$ cat src/rtl/bcp_engine_pkg.sv
// Shared types for the BCP engine: literal/pointer/node formats and FSM states.
// The end of an occurrence list is flagged by node.last, so no NULL pointer value exists.
package bcp_engine_pkg;

    localparam int LIT_IDX_MAX = 15;
    localparam int LIT_W       = $clog2(LIT_IDX_MAX) + 1;
    localparam int DEPTH_MAX   = 16;
    localparam int PTR_W       = $clog2(DEPTH_MAX);

    typedef logic signed [LIT_W-1:0] lit_t;
    typedef logic [PTR_W-1:0]        ptr_t;

    typedef struct packed {
        lit_t lit0;
        lit_t lit1;
        lit_t lit2;
        ptr_t next;
        logic last;
    } node_t;

    typedef enum logic [1:0] {
        ST_IDLE,
        ST_WALK,
        ST_EMIT,
        ST_HALT
    } state_t;

    // Variable index of a literal (its magnitude).
    function automatic logic [LIT_W-1:0] lit_var(lit_t l);
        return l[LIT_W-1] ? LIT_W'(-l) : LIT_W'(l);
    endfunction

    // Polarity of a literal: 1 = positive.
    function automatic logic lit_pos(lit_t l);
        return ~l[LIT_W-1];
    endfunction

endpackage

$ cat src/rtl/bcp_engine_clause_eval.sv
// Combinational clause classifier: three literal slots against the assignment table.
module bcp_clause_eval
    import bcp_engine_pkg::*;
(
    input  logic [LIT_IDX_MAX:1] assigned,
    input  logic [LIT_IDX_MAX:1] value,
    input  lit_t                 lit0,
    input  lit_t                 lit1,
    input  lit_t                 lit2,
    output logic                 sat,
    output logic                 conflict,
    output logic                 unit,
    output lit_t                 unit_lit
);

    lit_t       slot [3];
    logic [1:0] n_unas;
    logic       slot_asg;
    logic       slot_val;

    // Classify each non-empty slot and count the unassigned ones.
    always_comb begin
        slot[0]  = lit0;
        slot[1]  = lit1;
        slot[2]  = lit2;
        sat      = 1'b0;
        n_unas   = 2'd0;
        unit_lit = '0;
        slot_asg = 1'b0;
        slot_val = 1'b0;
        for (int s = 0; s < 3; s++) begin
            slot_asg = 1'b0;
            slot_val = 1'b0;
            for (int k = 1; k <= LIT_IDX_MAX; k++) begin
                if (lit_var(slot[s]) == k[LIT_W-1:0]) begin
                    slot_asg = assigned[k];
                    slot_val = value[k];
                end
            end
            if (slot[s] != '0) begin
                if (!slot_asg) begin
                    n_unas   = n_unas + 2'd1;
                    unit_lit = slot[s];
                end else if (slot_val == lit_pos(slot[s])) begin
                    sat = 1'b1;
                end
            end
        end
        conflict = !sat && (n_unas == 2'd0);
        unit     = !sat && (n_unas == 2'd1);
    end

endmodule

$ cat src/rtl/bcp_engine.sv
// Boolean constraint propagation engine: walks a literal's clause occurrence list,
// pushes implied literals and flags conflicts.
// Optional macro BCP_STATS_EN adds saturating visit/implication counters.
//
// state | meaning
// IDLE  | waiting for a unit literal from the arbiter
// WALK  | evaluating the clause node at cur_ptr, one per cycle
// EMIT  | offering the implied literal to the unit-clause queue
// HALT  | conflict seen, waiting for top2bcp_clear
module bcp_engine
    import bcp_engine_pkg::*;
#(
    parameter int DEPTH    = 16,
    parameter int MAX_WALK = 16
) (
    input  logic  clk,
    input  logic  rst_n,
    input  lit_t  ucarb2bcp_lit,
    input  logic  ucarb2bcp_lit_valid,
    output logic  bcp2ucarb_ready,
    input  ptr_t  clq2bcp_init_ptr,
    input  logic  clq2bcp_init_ptr_valid,
    output ptr_t  bcp2clq_cnf_idx,
    input  node_t clq2bcp_node_out,
    output lit_t  bcp2ucq_lit,
    output logic  bcp2ucq_valid,
    input  logic  ucq2bcp_ready,
    input  logic  top2bcp_clear,
    output logic  bcp2top_conflict
`ifdef BCP_STATS_EN
    ,
    output logic [31:0] bcp2top_nodes_visited,
    output logic [31:0] bcp2top_implications
`endif
);

    localparam int   WC_W      = (MAX_WALK > 1) ? $clog2(MAX_WALK) : 1;
    localparam logic [WC_W-1:0] WCNT_LAST = WC_W'(MAX_WALK - 1);
    // Pointers beyond the queue fold back to node 0 rather than aliasing.
    localparam ptr_t PTR_LAST  = ptr_t'(DEPTH - 1);

    state_t               state, state_nx;
    ptr_t                 cur_ptr, cur_ptr_nx;
    logic [WC_W-1:0]      walk_cnt, walk_cnt_nx;
    logic [LIT_IDX_MAX:1] assigned, assigned_nx;
    logic [LIT_IDX_MAX:1] value, value_nx;
    logic                 conflict, conflict_nx;
    lit_t                 emit_lit, emit_lit_nx;
    logic                 emit_end, emit_end_nx;
    logic                 ready_en;

    logic [LIT_IDX_MAX:1] lit_onehot;
    logic                 lit_clash;
    logic                 walk_end;
    ptr_t                 next_ptr;
    logic                 ev_sat, ev_conflict, ev_unit;
    lit_t                 ev_unit_lit;

    bcp_clause_eval u_eval (
        .assigned (assigned),
        .value    (value),
        .lit0     (clq2bcp_node_out.lit0),
        .lit1     (clq2bcp_node_out.lit1),
        .lit2     (clq2bcp_node_out.lit2),
        .sat      (ev_sat),
        .conflict (ev_conflict),
        .unit     (ev_unit),
        .unit_lit (ev_unit_lit)
    );

    assign bcp2ucarb_ready  = ready_en && (state == ST_IDLE) && !conflict;
    assign bcp2clq_cnf_idx  = cur_ptr;
    assign bcp2ucq_valid    = (state == ST_EMIT);
    assign bcp2ucq_lit      = emit_lit;
    assign bcp2top_conflict = conflict;

    // Decode the offered literal's variable and detect a polarity clash.
    always_comb begin
        lit_onehot = '0;
        for (int k = 1; k <= LIT_IDX_MAX; k++) begin
            lit_onehot[k] = (lit_var(ucarb2bcp_lit) == k[LIT_W-1:0]);
        end
        lit_clash = |(assigned & lit_onehot &
                      (value ^ {LIT_IDX_MAX{lit_pos(ucarb2bcp_lit)}}));
        walk_end  = clq2bcp_node_out.last || (walk_cnt == WCNT_LAST);
        next_ptr  = (clq2bcp_node_out.next > PTR_LAST) ? '0 : clq2bcp_node_out.next;
    end

    // Next-state and datapath updates; clear overrides everything.
    always_comb begin
        state_nx    = state;
        cur_ptr_nx  = cur_ptr;
        walk_cnt_nx = walk_cnt;
        assigned_nx = assigned;
        value_nx    = value;
        conflict_nx = conflict;
        emit_lit_nx = emit_lit;
        emit_end_nx = emit_end;
        if (top2bcp_clear) begin
            state_nx    = ST_IDLE;
            assigned_nx = '0;
            value_nx    = '0;
            conflict_nx = 1'b0;
        end else begin
            case (state)
                ST_IDLE: begin
                    if (ucarb2bcp_lit_valid && bcp2ucarb_ready) begin
                        if (lit_clash) begin
                            conflict_nx = 1'b1;
                            state_nx    = ST_HALT;
                        end else begin
                            assigned_nx = assigned | lit_onehot;
                            value_nx    = lit_pos(ucarb2bcp_lit) ? (value | lit_onehot)
                                                                 : (value & ~lit_onehot);
                            if (clq2bcp_init_ptr_valid) begin
                                cur_ptr_nx  = clq2bcp_init_ptr;
                                walk_cnt_nx = '0;
                                state_nx    = ST_WALK;
                            end
                        end
                    end
                end
                ST_WALK: begin
                    if (ev_conflict) begin
                        conflict_nx = 1'b1;
                        state_nx    = ST_HALT;
                    end else begin
                        if (ev_unit && !ev_sat) begin
                            emit_lit_nx = ev_unit_lit;
                            emit_end_nx = walk_end;
                            state_nx    = ST_EMIT;
                        end else if (walk_end) begin
                            state_nx = ST_IDLE;
                        end
                        if (!walk_end) begin
                            cur_ptr_nx  = next_ptr;
                            walk_cnt_nx = walk_cnt + 1'b1;
                        end
                    end
                end
                ST_EMIT: begin
                    if (ucq2bcp_ready) begin
                        state_nx = emit_end ? ST_IDLE : ST_WALK;
                    end
                end
                default: begin
                end
            endcase
        end
    end

    // State and datapath registers.
    always_ff @(posedge clk or negedge rst_n) begin
        if (!rst_n) begin
            state    <= ST_IDLE;
            cur_ptr  <= '0;
            walk_cnt <= '0;
            assigned <= '0;
            value    <= '0;
            conflict <= 1'b0;
            emit_lit <= '0;
            emit_end <= 1'b0;
            ready_en <= 1'b0;
        end else begin
            state    <= state_nx;
            cur_ptr  <= cur_ptr_nx;
            walk_cnt <= walk_cnt_nx;
            assigned <= assigned_nx;
            value    <= value_nx;
            conflict <= conflict_nx;
            emit_lit <= emit_lit_nx;
            emit_end <= emit_end_nx;
            ready_en <= 1'b1;
        end
    end

`ifdef BCP_STATS_EN
    // Saturating counters of evaluated nodes and completed implications.
    always_ff @(posedge clk or negedge rst_n) begin
        if (!rst_n) begin
            bcp2top_nodes_visited <= '0;
            bcp2top_implications  <= '0;
        end else if (top2bcp_clear) begin
            bcp2top_nodes_visited <= '0;
            bcp2top_implications  <= '0;
        end else begin
            if ((state == ST_WALK) && (bcp2top_nodes_visited != '1)) begin
                bcp2top_nodes_visited <= bcp2top_nodes_visited + 32'd1;
            end
            if ((state == ST_EMIT) && ucq2bcp_ready && (bcp2top_implications != '1)) begin
                bcp2top_implications <= bcp2top_implications + 32'd1;
            end
        end
    end
`endif

endmodule

$ cat config.mk
export PLATFORM = sky130hd
export DESIGN_NAME = bcp_engine
export DESIGN_NICKNAME = d
export VERILOG_FILES = /design/src/rtl/bcp_engine_pkg.sv /design/src/rtl/bcp_engine_clause_eval.sv /design/src/rtl/bcp_engine.sv
export SDC_FILE = /design/constraint.sdc
export NUM_CORES = 1
export LEC_CHECK = 0
export ABC_CLOCK_PERIOD_IN_PS = 4700
export CAP_MARGIN = 20
export CORE_MARGIN = 1
export CORE_UTILIZATION = 40
export CTS_CLUSTER_SIZE = 14
export DETAILED_ROUTE_END_ITERATION = 6
export PLACE_DENSITY = 0.65
export SLEW_MARGIN = 20
export SYNTH_ARGS = -nofsm -noshare
export SYNTH_HDL_FRONTEND = slang
export SYNTH_HIERARCHICAL = 1
export SYNTH_SLANG_ARGS = --single-unit
$ cat constraint.sdc
create_clock -name clk -period 4.7 [get_ports clk]
set_clock_uncertainty 0.1 [all_clocks]
set_input_delay 0.94 -clock clk [delete_from_list [all_inputs] [get_ports clk]]
set_output_delay 0.94 -clock clk [all_outputs]
set_load 0.005 [all_outputs]
Word-level counts from Yosys, hierarchy flattened
Index checks and enable logic that the tools add are counted.

word-level totals
  word-level logic and storage cells = 286
  bits of input ports = 35
  bits in registers = 48
  output and inout bits = 12

cells by class
  reductions and logical operators = 25
  mux-type cells = 152
  bitwise logic cells = 13
  add/sub/neg operators = 7
  magnitude comparators = 1
  equality and inequality tests = 79

operators with widths
  operator                                        number
  == test 5 x 4 -> 1 bit (second input constant)  32
  two-way mux 15 bit                              9
  two-way mux 1 bit                               105
  == test 5 x 3 -> 1 bit (second input constant)  16
  two-way mux 5 bit                               10
  AND 15 bit                                      3
  two-way mux 4 bit                               11
  == test 5 x 2 -> 1 bit (second input constant)  8
  OR 15 bit                                       2
  two-way mux 2 bit                               13
  == test 5 x 1 -> 1 bit (second input constant)  4
  negation 5 bit                                  4
  case mux 4 bit (2 select lines)                 2
  inverter 15 bit                                 1
  nonzero test 5 bit                              3
  OR reduction 15 bit                             1
  bitwise XOR 15 bit                              1
  inequality test 2 bit (second input constant)   5
  AND reduction 4 bit                             2
  AND reduction 7 bit                             1
  logical AND 1 bit                               6
  inequality test 3 bit (second input constant)   2
  inverter 1 bit                                  6
  case mux 2 bit (3 select lines)                 1
  21 further kinds                                29

Logic depth before layout (Yosys ltp)
  depth in word-level cells = 35
  gate-level depth with buffers = 22
  depth with buffers taken out = 20

Cells and area by module
Netlist, hierarchy kept.

by module, submodules not included
  module           cells an instance  seq. area each (um^2)  area an instance (um^2)  times used
  bcp_engine       291                1201.2                 2977.9                   1
  bcp_clause_eval  358                0.0                    2414.8                   1

Worst setup path before layout
Ideal clock, no wire load.

  kind = input port to flip-flop
  start = input clq2bcp_node_out[10] in the netlist's numbering
  end = register cur_ptr[0] (netlist: bcp2clq_cnf_idx[0])
  required time = 4.475 ns
  path slack = -0.257 ns
  setup time = 0.125 ns
  cell stages on the path = 20
  path buffers = 1
  arrival time = 4.733 ns
  cell sequence = buf_2 > inv_1 > ha_1 > or3b_4 > a211oi_2 > a31o_1 > a32o_2 > a21oi_2 > nor3_4 > inv_2 > ha_1 > nor3_1 > a21oi_1 > mux2i_1 > nor2b_1 > nand2b_1 > a221oi_1 > o211ai_1 > o21ai_2 > mux2_2

on the way
  longest elaborated chain between the ends = 29
  elaborated cells on any way between the ends = 65
  classes of those cells = add/sub (2); eq/ne (17); mux (41); reduce/logical (5)

RTL lines
  element                                   line                          source
  from (decl)                               bcp_engine.sv:24              input node_t clq2bcp_node_out,
  negation 5 bit                            bcp_engine_pkg.sv:30          return l[LIT_W-1] ? LIT_W'(-l) : LIT_W'(l);
  two-way mux 5 bit                         bcp_engine_pkg.sv:30
  == test 5 x 1 -> 1 bit                    bcp_engine_clause_eval.sv:35  if (lit_var(slot[s]) == k[LIT_W-1:0]) begin
  two-way mux 1 bit (15 in a row)           bcp_engine_clause_eval.sv:35
  == test 1 bit                             bcp_engine_clause_eval.sv:44  end else if (slot_val == lit_pos(slot[s])) begin
  two-way mux 1 bit                         bcp_engine_clause_eval.sv:44
  two-way mux 1 bit                         bcp_engine_clause_eval.sv:41  if (!slot_asg) begin
  two-way mux 1 bit                         bcp_engine_clause_eval.sv:40  if (slot[s] != '0) begin
  two-way mux 1 bit                         bcp_engine_clause_eval.sv:44
  two-way mux 1 bit                         bcp_engine_clause_eval.sv:41
  two-way mux 1 bit                         bcp_engine_clause_eval.sv:40
  logical NOT 1 bit                         bcp_engine_clause_eval.sv:49  conflict = !sat && (n_unas == 2'd0);
  logical AND 1 bit *                       bcp_engine_clause_eval.sv:49
  net ev_conflict                           bcp_engine.sv:56              logic ev_sat, ev_conflict, ev_unit;
  inequality test 2 bit (no source line) *  n/a
  AND reduction 7 bit (no source line) *    n/a
  to (signal assigned)                      bcp_engine.sv:166             cur_ptr <= cur_ptr_nx;
  to (decl)                                 bcp_engine.sv:43              ptr_t cur_ptr, cur_ptr_nx;

Mark *: on every way through the listed nets, which the timed path passes. The rest lies on a longest branch.
A chain may end at the register's enable or synchronous reset.

Worst setup path in the final report
  start = input clq2bcp_node_out[10] in the netlist's numbering
  end = register state[0]

on the way
  longest elaborated chain between the ends = 32
  elaborated cells on any way between the ends = 72
  classes of those cells = add/sub (2); eq/ne (18); mux (45); reduce/logical (7)

RTL lines
  element                          line                          source
  negation 5 bit                   bcp_engine_pkg.sv:30
  two-way mux 5 bit                bcp_engine_pkg.sv:30
  == test 5 x 1 -> 1 bit           bcp_engine_clause_eval.sv:35
  two-way mux 1 bit (15 in a row)  bcp_engine_clause_eval.sv:35
  == test 1 bit                    bcp_engine_clause_eval.sv:44
  two-way mux 1 bit                bcp_engine_clause_eval.sv:44
  two-way mux 1 bit                bcp_engine_clause_eval.sv:41
  two-way mux 1 bit *              bcp_engine_clause_eval.sv:40
  [... 3 more ...]                 n/a
  net ev_sat                       bcp_engine.sv:56
  logical NOT 1 bit *              bcp_engine_clause_eval.sv:50  unit = !sat && (n_unas == 2'd1);
  logical AND 1 bit *              bcp_engine_clause_eval.sv:50
  net ev_unit                      bcp_engine.sv:56
  logical AND 1 bit *              bcp_engine.sv:128             if (ev_unit && !ev_sat) begin
  two-way mux 2 bit                bcp_engine.sv:128
  two-way mux 2 bit                bcp_engine.sv:124             if (ev_conflict) begin
  case mux 2 bit (3 select lines)  bcp_engine.sv:105             case (state)
  two-way mux 2 bit                bcp_engine.sv:99              if (top2bcp_clear) begin
  to (signal assigned)             bcp_engine.sv:165             state <= state_nx;
  to (decl)                        bcp_engine.sv:42              state_t state, state_nx;

Marked as above.

==> out/results.ini <==
[pwr]
total_power_per_unit_cell_area_nw_per_um2 = 246
total_leakage_power_nw = 2.87
pwr-share-seq = 0.299
worst_ir_drop_vdd_mv = 0.215
p_comb_frac = 0.475
report.power.total_mw = 1.77
pwr-share-clk = 0.226
total_switching_power_uw = 602
swShare = 0.340
internal-power_mw = 1.17

[worst_setup_path]
worst-path-max-fanout = 6
element_type_at_the_critical_path_end = register
critical_path_arrival_ns = 4.71
setup.worst_path.start_class = input pin
required_ns = 4.78
critPathKind = input pin to register
worstRegToRegCells = 14

[synth]
ys_dominant_reg_cell = sky130_fd_sc_hd__dfrtp_1
library_cell_occupying_the_most_area_in_the_post_synthesis_netlist = sky130_fd_sc_hd__dfrtp_1
async_flop_share = 1.00
post_synth_edffs = 0
synth_area_um2 = 5390
register_area_share_after_synthesis = 0.223
yosys-mux-area-fraction = 0.0991
yosys.area_share.adder = 0.0255
yosys-top-cells-area = sky130_fd_sc_hd__dfrtp_1 22%, sky130_fd_sc_hd__mux2i_1 4.6%, sky130_fd_sc_hd__a21oi_1 3.8%
yosys.area_share.simple = 0.253
yosys.area.top_type_share = 0.223
synth_top_family_by_area = compound AO/OA/AOI/OAI gates
synthesized_area_fraction_occupied_by_ao_oa_aoi_and_oai_cells = 0.304
synth-seq-cells = 48
synth_warnings = 6
post_synth_xor_area_fraction = 0.0309
synthesis.area_per_instance_um2 = 8.31
synth_cell_type_count = 101
synthesis.nets = 695
synthesis.instances = 649

[clock_tree]
numClockSinks = 48
cts.htree.levels = 2
worstSkewPairLatency_ns = 0.29
cts_max_path_buffers = 2
cts.clk_slew.worst_paths_ns = 0.07
cts_tree = built
cts_root_buffer = sky130_fd_sc_hd__clkbuf_16
cts-buffers-inserted = 5

[finish]
layout_commonest_cell = sky130_fd_sc_hd__buf_4
num-nets-final = 822
antenna_cells = 0
drive_gt1_frac = 0.311
post_layout_nonfiller_instances = 951
commonest_non_fill_non_tap_cells_in_the_layout = 105 x sky130_fd_sc_hd__buf_4, 48 x sky130_fd_sc_hd__nand2_1, 48 x sky130_fd_sc_hd__dfrtp_1
area.growth.synth_to_final_pct = 33.2

[timing]
final-setup-viol-count = 0
timing.hold.ws_ns = 0.411
setup_ws_ns = 0.0694
finalMaxSlewViolations = 0
tightest_pin_transition_ns = 0.623
tns_ns = 0
timing.final.crit_share = 0.985
slew-limit-headroom = 0.585
highest_clock_rate_ghz = 0.216
post-route-min-period_ns = 4.63
hold_viol = 0

[die]
floorplan.core_area_um2 = 13200
floorplan.rows = 42
die_h_um = 118
die_width_um = 118
ios = 47
start_util = 0.409
fp.dieArea_um2 = 14000

[drt]
detailroute.via_count = 5684
post_drt_via_cell_ratio = 5.98
remaining_drc_errors = 0
firstDrtPassIters = 6
route.detailed.wl_per_inst_um = 19.1
ant_nets = 0
detail_route.wirelength_um = 18100
initialDrtViolationCount = 492

[min_path]
hold_path.class = register to register
hold_depth = 1

[run]
drv_cap = 0

[place]
detailed_place_hpwl_um = 13300
cells_after_dpl = 931
placer_congestion = 0.926
post-place-ws_ns = -0.549
port-buffer-count = 46

[global_route]
grt_antenna_before_repair = 0
grt_pass1_vias = 5372
grt_pass1_wl_um = 28600
grtUsageTotal = 0.258
grt.overflow.total = 0
grt_start_max_net_pins = 49

[run_status]
run_status = finished, final reports clean

## cells by family (layout without fill, tap and decap cells)
family,after synthesis,after routing
multiplexers,47,47
AO/OA/AOI/OAI,218,218
XOR/XNOR,19,19
adder cells (fa/ha/maj),11,11
buffers and inverters,69,194
AND/OR/NAND/NOR,236,237
other,1,1
flip-flops,48,48
## flip-flops by register name (all words and copies together) (netlist names), 2 cells and up
name and count:
walk_cnt 4, bcp2clq_cnf_idx 4, value 15, state 2
bcp2ucq_lit 5, assigned 15
## stage by stage
stage,util,cell area (um2)
floorplan,-,5450
global placement,0.504,6650
detailed placement,0.504,6650
CTS,0.527,6960
global route,0.544,7180
finish,0.544,7180
## Yosys cell counts (all sizes together), types with 7 or more instances
master and number:
o211ai 15, dfrtp 48, xnor2 15, mux2 19
a31oi 9, nor3 28, mux2i 27, nor2b 9
o21ai 35, a21oi 44, and2 7, a221oi 7
o22ai 12, ha 11, nand2b 33, nand2 49
and3 8, nor2 39, o32ai 8, nand3 23
clkbuf 10, buf 29, o21ba 11, inv 29
o21a 7, or3 7
## worst paths after layout
kind                                      start                  to  slack [ns]
max                        clq2bcp_node_out[10]            state[0]        0.07
min                              bcp2ucq_lit[1]      bcp2ucq_lit[1]        0.41
max reg2reg                            value[4]  bcp2clq_cnf_idx[0]        0.99
min reg2reg                      bcp2ucq_lit[1]      bcp2ucq_lit[1]        0.41
max in group asynchronous                 rst_n         assigned[1]        3.51
min in group asynchronous                 rst_n            ready_en        0.57
## area by class of cell
cell class / count / area [um2]
Fill cell: 1225 / 6010
Multi-Input combinational cell: 533 / 4140
Timing Repair Buffer: 158 / 1350
Sequential cell: 48 / 1200
Tap cell: 176 / 220
Clock buffer: 5 / 125
Inverter: 30 / 115
Clock inverter: 1 / 30.0
## power by group through the flow
stage               clock network, mW  registers [mW]  logic, mW
finish                          0.400           0.529      0.841
global placement                    0           0.532      0.743
floorplan                           0           0.524      0.460
global route                    0.418           0.536      0.906
CTS                             0.404           0.529      0.794
detailed placement                  0           0.535      0.752
## critical path: stages
cell and delay, ns:
sky130_fd_sc_hd__clkdlybuf4s15_1 0.24, sky130_fd_sc_hd__inv_4 0.06, sky130_fd_sc_hd__ha_1 0.31, sky130_fd_sc_hd__mux2_4 0.31
sky130_fd_sc_hd__and3_4 0.21, sky130_fd_sc_hd__or3_1 0.35, sky130_fd_sc_hd__a21oi_4 0.18, sky130_fd_sc_hd__nor4_1 0.07
sky130_fd_sc_hd__a21o_1 0.21, sky130_fd_sc_hd__o21ai_2 0.16, sky130_fd_sc_hd__o211ai_1 0.18, sky130_fd_sc_hd__buf_4 0.18
sky130_fd_sc_hd__buf_4 0.13, sky130_fd_sc_hd__nor2_1 0.10, sky130_fd_sc_hd__nor2b_4 0.17, sky130_fd_sc_hd__nor2_1 0.06
sky130_fd_sc_hd__a221o_1 0.33, sky130_fd_sc_hd__a21oi_2 0.16, sky130_fd_sc_hd__mux2_2 0.35
## layer usage
| metal | routed length [um] | track usage | up-vias |
|---|---|---|---|
| met2 | 8550 | 0.425 | 183 |
| met5 | 0 | 0 | - |
| met4 | 437 | 0.0721 | 0 |
| met1 | 8230 | 0.359 | 2763 |
| met3 | 905 | 0.0223 | 39 |
| li1 | - | - | 2699 |
## what timing repair did
| item | 4_1_cts | 5_1_grt |
|---|---|---|
| setup buffers | 7 | 6 |
| setup endpoints to repair | 15 | 16 |
| pin swaps | 16 | 25 |
| hold buffers | 0 | 0 |
| gates cloned | 1 | 0 |
| resized for setup | 32 | 43 |
No activity file was read; power rests on OpenSTA's default activity.
